--- src/rtl/imem_loader.sv ---
// imem_loader: receives a framed host byte stream and writes DATA_W-bit words
// into the instruction memory write port. The processor is held in reset
// (cpu_hold) until a frame completes without error.
//
// Frame: SYNC_BYTE, COUNT_HI, COUNT_LO, N words (MSB first), checksum byte.
//
// Build option: define IMEM_LOADER_CHECKSUM_EN to compare the trailing byte
// against the XOR of all COUNT and DATA bytes. When the macro is undefined,
// the trailing byte is consumed and ignored, and no XOR register is built.
module imem_loader #(
    parameter int         ADDR_W         = 12,
    parameter int         DATA_W         = 32,
    parameter logic [7:0] SYNC_BYTE      = 8'hA5,
    parameter int         TIMEOUT_CYCLES = 1000000
) (
    input  logic              clock,
    input  logic              reset,
    input  logic              rx_valid,
    input  logic [7:0]        rx_byte,
    output logic              rx_ready,
    output logic [ADDR_W-1:0] load_address,
    output logic [DATA_W-1:0] load_data,
    output logic              load_wren,
    output logic              cpu_hold,
    output logic              done,
    output logic              error
);

    localparam int          BYTES     = DATA_W / 8;
    localparam int          BIDX_W    = (BYTES > 1) ? $clog2(BYTES) : 1;
    localparam int          IDLE_W    = $clog2(TIMEOUT_CYCLES + 1);
    // Largest legal word count is the full address space (2^ADDR_W words).
    localparam logic [32:0] MAX_WORDS = 33'(1) << ADDR_W;

    typedef enum logic [2:0] {
        IDLE,
        CNT_HI,
        CNT_LO,
        DATA,
        WRITE,
        CHECK,
        DONE,
        ERR
    } state_t;

    state_t              state_q;
    state_t              state_d;

    logic                run_q;
    logic                xfer;
    logic                start;
    logic                timed;
    logic                timeout_hit;
    logic                too_big;
    logic                last_byte;
    logic                last_word;
    logic                csum_ok;
    logic [15:0]         n_field;
    logic [15:0]         remain_q;
    logic [7:0]          cnt_hi_q;
    logic [ADDR_W-1:0]   addr_q;
    logic [BIDX_W-1:0]   byte_idx_q;
    logic [IDLE_W-1:0]   idle_q;
    logic [DATA_W-1:0]   word_next;

    // A byte moves only when both sides agree in the same cycle.
    assign xfer        = rx_valid && rx_ready;

    // IDLE, DONE and ERR all behave as "waiting for a frame"; only the
    // sync byte starts a load, everything else is dropped.
    assign start       = xfer && (rx_byte == SYNC_BYTE) &&
                         (state_q inside {IDLE, DONE, ERR});

    assign n_field     = {cnt_hi_q, rx_byte};
    assign too_big     = {17'd0, n_field} > MAX_WORDS;
    assign last_byte   = (byte_idx_q == BIDX_W'(BYTES - 1));
    // remain_q counts words still to be written, so 1 means this is the last.
    assign last_word   = (remain_q == 16'd1);

    // Only mid-frame states wait on the host; WRITE is internal and the
    // waiting states have no deadline.
    assign timed       = state_q inside {CNT_HI, CNT_LO, DATA, CHECK};
    assign timeout_hit = timed && !xfer &&
                         (idle_q == IDLE_W'(TIMEOUT_CYCLES - 1));

`ifdef IMEM_LOADER_CHECKSUM_EN
    logic [7:0] csum_q;

    // Running XOR of COUNT and DATA bytes; restarted by every sync byte.
    always_ff @(posedge clock) begin
        if (start) begin
            csum_q <= 8'h00;
        end else if (xfer && (state_q inside {CNT_HI, CNT_LO, DATA})) begin
            csum_q <= csum_q ^ rx_byte;
        end
    end

    assign csum_ok = (rx_byte == csum_q);
`else
    // Trailing byte is consumed but carries no meaning in this build.
    assign csum_ok = 1'b1;
`endif

    // Word assembly: bytes arrive MSB first, so each new byte enters at the
    // bottom and older bytes move up. The final byte of a word is merged
    // combinationally so the write can happen one cycle after it arrives.
    generate
        if (BYTES > 1) begin : g_shift
            logic [DATA_W-9:0] word_q;

            // Holds the bytes of the current word received so far.
            always_ff @(posedge clock) begin
                if ((state_q == DATA) && xfer) begin
                    word_q <= word_next[DATA_W-9:0];
                end
            end

            assign word_next = {word_q, rx_byte};
        end else begin : g_single
            assign word_next = rx_byte;
        end
    endgenerate

    // State register.
    always_ff @(posedge clock or posedge reset) begin
        if (reset) begin
            state_q <= IDLE;
        end else begin
            state_q <= state_d;
        end
    end

    // Next-state logic.
    always_comb begin
        state_d = state_q;
        case (state_q)
            IDLE, DONE, ERR: begin
                if (start) begin
                    state_d = CNT_HI;
                end
            end
            CNT_HI: begin
                if (xfer) begin
                    state_d = CNT_LO;
                end
            end
            CNT_LO: begin
                if (xfer) begin
                    if (too_big) begin
                        state_d = ERR;
                    end else if (n_field == 16'd0) begin
                        state_d = CHECK;
                    end else begin
                        state_d = DATA;
                    end
                end
            end
            DATA: begin
                if (xfer && last_byte) begin
                    state_d = WRITE;
                end
            end
            WRITE: begin
                state_d = last_word ? CHECK : DATA;
            end
            CHECK: begin
                if (xfer) begin
                    state_d = csum_ok ? DONE : ERR;
                end
            end
            default: begin
                state_d = IDLE;
            end
        endcase

        // A stalled host aborts the frame; only reachable in timed states
        // and only on cycles without a transfer.
        if (timeout_hit) begin
            state_d = ERR;
        end
    end

    // Handshake and write strobe decoded from the current state. The host
    // must hold its byte through WRITE because rx_ready drops there.
    always_comb begin
        rx_ready  = run_q && (state_q != WRITE);
        load_wren = (state_q == WRITE);
    end

    // Registered status outputs so cpu_hold, which feeds the processor
    // reset, cannot glitch on state decode. run_q keeps rx_ready low until
    // the first clock edge after reset is released.
    always_ff @(posedge clock or posedge reset) begin
        if (reset) begin
            run_q    <= 1'b0;
            done     <= 1'b0;
            error    <= 1'b0;
            cpu_hold <= 1'b1;
        end else begin
            run_q    <= 1'b1;
            done     <= (state_d == DONE);
            error    <= (state_d == ERR);
            cpu_hold <= (state_d != DONE);
        end
    end

    // Frame bookkeeping: count capture, words remaining, word address,
    // byte position within the word and the inter-byte idle counter.
    always_ff @(posedge clock or posedge reset) begin
        if (reset) begin
            cnt_hi_q   <= 8'h00;
            remain_q   <= 16'd0;
            addr_q     <= '0;
            byte_idx_q <= '0;
            idle_q     <= '0;
        end else begin
            if (start) begin
                addr_q     <= '0;
                byte_idx_q <= '0;
            end

            if ((state_q == CNT_HI) && xfer) begin
                cnt_hi_q <= rx_byte;
            end

            if ((state_q == CNT_LO) && xfer) begin
                remain_q <= n_field;
            end

            if ((state_q == DATA) && xfer) begin
                byte_idx_q <= last_byte ? '0 : byte_idx_q + BIDX_W'(1);
            end

            // The address wraps to 0 after a full-space load; nothing is
            // written afterwards because remain_q has reached zero.
            if (state_q == WRITE) begin
                addr_q   <= addr_q + ADDR_W'(1);
                remain_q <= remain_q - 16'd1;
            end

            if (timed && !xfer) begin
                idle_q <= idle_q + IDLE_W'(1);
            end else begin
                idle_q <= '0;
            end
        end
    end

    // Write port address/data: captured as the last byte of a word arrives,
    // presented during WRITE and held afterwards until the next word.
    always_ff @(posedge clock or posedge reset) begin
        if (reset) begin
            load_address <= '0;
            load_data    <= '0;
        end else if ((state_q == DATA) && xfer && last_byte) begin
            load_address <= addr_q;
            load_data    <= word_next;
        end
    end

endmodule
--- config.mk ---
export PLATFORM = sky130hd
export DESIGN_NAME = imem_loader
export DESIGN_NICKNAME = d
export VERILOG_FILES = /design/src/rtl/imem_loader.sv
export SDC_FILE = /design/constraint.sdc
export NUM_CORES = 1
export LEC_CHECK = 0
export CAP_MARGIN = 10
export CORE_MARGIN = 4
export CORE_UTILIZATION = 40
export DETAILED_ROUTE_END_ITERATION = 10
export GPL_ROUTABILITY_DRIVEN = 0
export SYNTH_ARGS = -nofsm -noshare
export SYNTH_HDL_FRONTEND = slang
export SYNTH_SLANG_ARGS = --single-unit
--- constraint.sdc ---
create_clock -name clock -period 4.4 [get_ports clock]
set_clock_uncertainty 0.15 [all_clocks]
set_input_delay 0.88 -clock clock [delete_from_list [all_inputs] [get_ports clock]]
set_output_delay 0.88 -clock clock [all_outputs]
set_load 0.03 [all_outputs]
; Word level (Yosys, flattened, before mapping)
; Cells that the tools add are included.
[classes]
addsub = 4
n_lt_le_gt_ge = 1
eq_ne = 15
muxes = 18
reduce_logical = 20
[ops]
columns = cell, count
row1 = $mux W16, 2
row2 = $mux W3, 9
row3 = $mux W12, 2
row4 = $add A20 B1 Y20 const B, 1
row5 = $eq A20 B20 Y1 const B, 1
row6 = $mux W20, 1
row7 = $eq A3 B3 Y1 const B, 6
row8 = $pmux W3 S6, 1
row9 = $eq A16 B1 Y1 const B, 1
row10 = $gt A16 B13 Y1 const B, 1
row11 = $logic_not A16 Y1, 1
row12 = $sub A16 B1 Y16 const B, 1
row13 = $add A12 B1 Y12 const B, 1
row14 = $logic_and A1 B1 Y1, 11
row15 = $eq A8 B8 Y1 const B, 1
row16 = $eq A3 B2 Y1 const B, 2
row17 = $mux W2, 3
row18 = $ne A3 B3 Y1 const B, 2
row19 = $reduce_bool A2 Y1, 3
row20 = $reduce_bool A4 Y1, 1
row21 = $eq A3 B1 Y1 const B, 1
row22 = $logic_not A3 Y1, 1
row23 = $reduce_bool A3 Y1, 1
row24 = $reduce_or A3 Y1, 1
row25 = 3 further kinds, 3
[totals]
register_bits = 133
inputBits = 11
output_inout_bits = 49
word_cells = 71

; Depth between registers and ports, before layout
[logic_depth]
word_depth = 9
ltp_mapped = 8
mapped_depth_nobuf = 7

; Worst setup path after synthesis
; OpenSTA, ideal clock, no wires.
[synth_timing]
path_type = register to output
start = register state_q[0]
end = output port rx_ready
arrival_ps = 1461
t_required_ps = 3370
setup_slack_ps = 1909
path_stages_with_launch = 6
path_buffers = 3
path_cell_list = dfrtp_1 -> buf_2 -> or3b_1 -> buf_6 -> clkbuf_1 -> and2_1
[synth_via]
elab_chain_len = 2
[synth_rtl]
columns = item, line_no
row1 = "start, declared", 46  ; state_t state_q;
row2 = "start signal, assigned", 129  ; state_q <= state_d;
row3 = $ne A3 B3 Y1, 186  ; rx_ready = run_q && (state_q != WRITE);
row4 = $logic_and A1 B1 Y1, 186
row5 = "end, declared", 20  ; output logic rx_ready,
; Every way passes these cells.

; Worst setup path after layout
[layout_timing]
start = register state_q[1]
end = output port load_wren
[layout_via]
elab_chain_len = 1
[layout_rtl]
columns = item, line_no
row1 = $eq A3 B3 Y1, 187  ; load_wren = (state_q == WRITE);
row2 = "end, declared", 23  ; output logic load_wren,
; Every way passes these cells.

==> qor.yml <==
global_routing:
  grt_pass1_wl_um: 20400
  grt_use_total: 0.158
  grt_pass1_vias: 3876
  antenna_found_initial: 0
  grt_overflow_total: 0
  grt_max_degree: 65
synthesis:
  yosys.area.top_type: "dfrtp_1"
  synth_area_um2: 5720
  syn-num-nets: 480
  synth_edf_count: 24
  synthTopCellsByCount: "dfrtp_1, mux2_2, nand2_1, nor2_1, nand3_1"
  yosys_warnings: 0
  synth-main-ff-cell: "dfrtp_1"
  synth_top_area_share: 0.473
  synthArstFlopShare: 0.820
  ys_seq_elements: 133
  syn_area_per_cell_um2: 12.3
  netlist_instances: 464
  synth.most_common_cell: "dfrtp_1"
  synth_area_leaders: "dfrtp_1, edfxtp_1, mux2_2"
  yosysSeqAreaShare: 0.603
  synth_cell_types: 58
status:
  status: "complete, no violations"
finish:
  synthToLayoutAreaGrowth_pct: 24.2
  antenna_cells: 0
  nets: 546
  drive_gt1_frac: 0.180
sta:
  drv_slew: 0
  worst_pin_slew_ns: 0.942
  setup-violations-final: 0
  period_share: 0.842
  fmax_mhz: 270
  hold_viol_final: 0
  slew_headroom: 0.371
  grt_setup_unrepaired: "false"
  worst_slack_ns: 0.694
  fin_crit_ns: 3.71
  tns_ns: 0
floorplan:
  rows: 43
  die_y_um: 128
  die_area_um2: 16300
  die_x_um: 128
  core_um2: 13900
  start_util: 0.410
  ioPinCount: 60
clock_tree:
  clkSinkCount: 133
  cts-resized-gates: 0
  cts_root_buffer: "clkbuf_16"
  ctsHoldBuffers: 0
  clk_pin_slew_ns: 0.06
  cts_setup_buffers: 0
  cts_buffers: 17
  h-tree-depth: 4
  cts_tree: "yes"
  clock_latency_ns: 0.41
  clk_path_buf_depth: 2
drt:
  drt_iter0_drc: 238
  ant_nets: 0
  first_pass_iters: 4
  vias_per_cell: 5.33
  routed-via-count: 3854
  totalWireLength_um: 11700
  wl_per_cell_um: 16.1
  drcViolationCount: 0
power:
  power.switching_mw: 1.68
  p_sw_frac: 0.344
  vdd_drop_max_mv: 0.271
  p_total_mw: 4.90
  p_leak_nw: 2.97
  intPower_mw: 3.21
  power_frac_comb: 0.305
  power_frac_seq: 0.399
  power_density_nw_per_um2: 690
  clkPwrFrac: 0.296
placement:
  hpwl_um: 7930
  place_ws_ns: 0.952
  io_buffers: 59
worst_setup_path:
  r2r_setup_slack_ns: 1.88
  worstSetupPathType: "flip-flop to primary output"
  required_ns: 3.37
  cp-start-kind: "flip-flop"
  cp-end-kind: "primary output"
  worstPathArrival_ns: 2.68
  crit_fanout: 19
job:
  cap_violations: 0
hold_path:
  hold_path_class: "flip-flop to flip-flop"
-- stage by stage --
step | hold slack (ns) | utilization | instances | instance area (µm²)
final | 0.286 | 0.510 | 723 | 7100
after detailed placement | 0.281 | 0.466 | 691 | 6490
after global routing | 0.299 | 0.510 | 723 | 7100
after floorplan | 0.272 | - | 464 | 5720
after global placement | 0.278 | 0.466 | 691 | 6490
after CTS | 0.291 | 0.510 | 723 | 7100
-- power by group through the flow --
stage | registers, mW | logic, mW | clock network [mW]
after global placement | 1.96 | 1.48 | 0
after floorplan | 2.23 | 0.653 | 0
final | 1.96 | 1.49 | 1.45
after CTS | 1.96 | 1.51 | 1.48
after detailed placement | 1.98 | 1.51 | 0
after global routing | 2.01 | 1.63 | 1.54
-- state kept, by name, indices dropped and copies added (netlist names) --
| name | count |
|---|---|
| load_address | 12 |
| idle_q | 20 |
| remain_q | 16 |
| state_q | 3 |
| addr_q | 12 |
| run_q | 1 |
| cnt_hi_q | 8 |
| byte_idx_q | 2 |
| g_shift.word_q | 24 |
| done | 1 |
| error | 1 |
| cpu_hold | 1 |
| load_data | 32 |
-- kinds of logic after synthesis --
group | share of synthesized area
DFF | 0.603
xor gates and xnor gates | 0.0291
and+or+nand+nor | 0.154
adders and majority gates | 0.0109
AOI/OAI and AO/OA | 0.0746
buffers and inverters | 0.0230
muxes | 0.104
other | 0.000656
-- layer usage --
layer  track usage  wire length, µm  up-vias
met5             0                0        -
met4        0.0681              243        0
met3        0.0368              454       25
met2         0.234             5440       79
met1         0.221             5510     1915
li1              -                -     1835
-- cells in the final DEF (no fill, tap or decap), drive strengths merged, types with 2 or more instances in the layout --
cell type,n
or4,2
clkinv,4
o311ai,6
o2111ai,2
clkbuf,19
edfxtp,24
buf,3
and2,7
bufinv,3
clkinvlp,2
a21oi,6
and4,3
o21a,2
mux2i,2
mux2,51
nand3,27
nand4,12
xor2,14
nor3,6
nor4,8
xnor2,5
and3,7
o211ai,10
nand2,40
nor2,36
nor2b,5
inv,15
a31oi,2
dfrtp,108
ha,5
or3,3
or4b,2
or2,2
nor3b,2
a211oi,2
clkdlybuf4s50,59
o31ai,3
o21ai,21
-- critical path, cell delays in order, from the launching register on --
cell and delay, ns:
dfrtp_1 0.51, or3b_1 0.75, inv_8 0.28, clkdlybuf4s50_1 0.73
-- cell type report --
type | instances | area (µm²)
Clock inverter | 13 | 171
Tap cell | 180 | 225
Fill cell | 1175 | 6830
Sequential cell | 133 | 3450
Multi-Input combinational cell | 305 | 2140
Inverter | 11 | 51.3
Timing Repair Buffer | 62 | 626
Clock buffer | 19 | 443
-- worst paths after layout --
check / end / cells past startpoint / from
max in group asynchronous: cnt_hi_q[5] / 3 / reset
worst min-delay path: g_shift.word_q[8] / 0 / g_shift.word_q[0]
worst max register to register: remain_q[10] / 5 / state_q[1]
min in group asynchronous: idle_q[4] / 2 / reset
worst max-delay path: load_wren / 3 / state_q[1]
worst min register to register: g_shift.word_q[8] / 0 / g_shift.word_q[0]
Note: power is estimated with default switching activity, not from simulation.
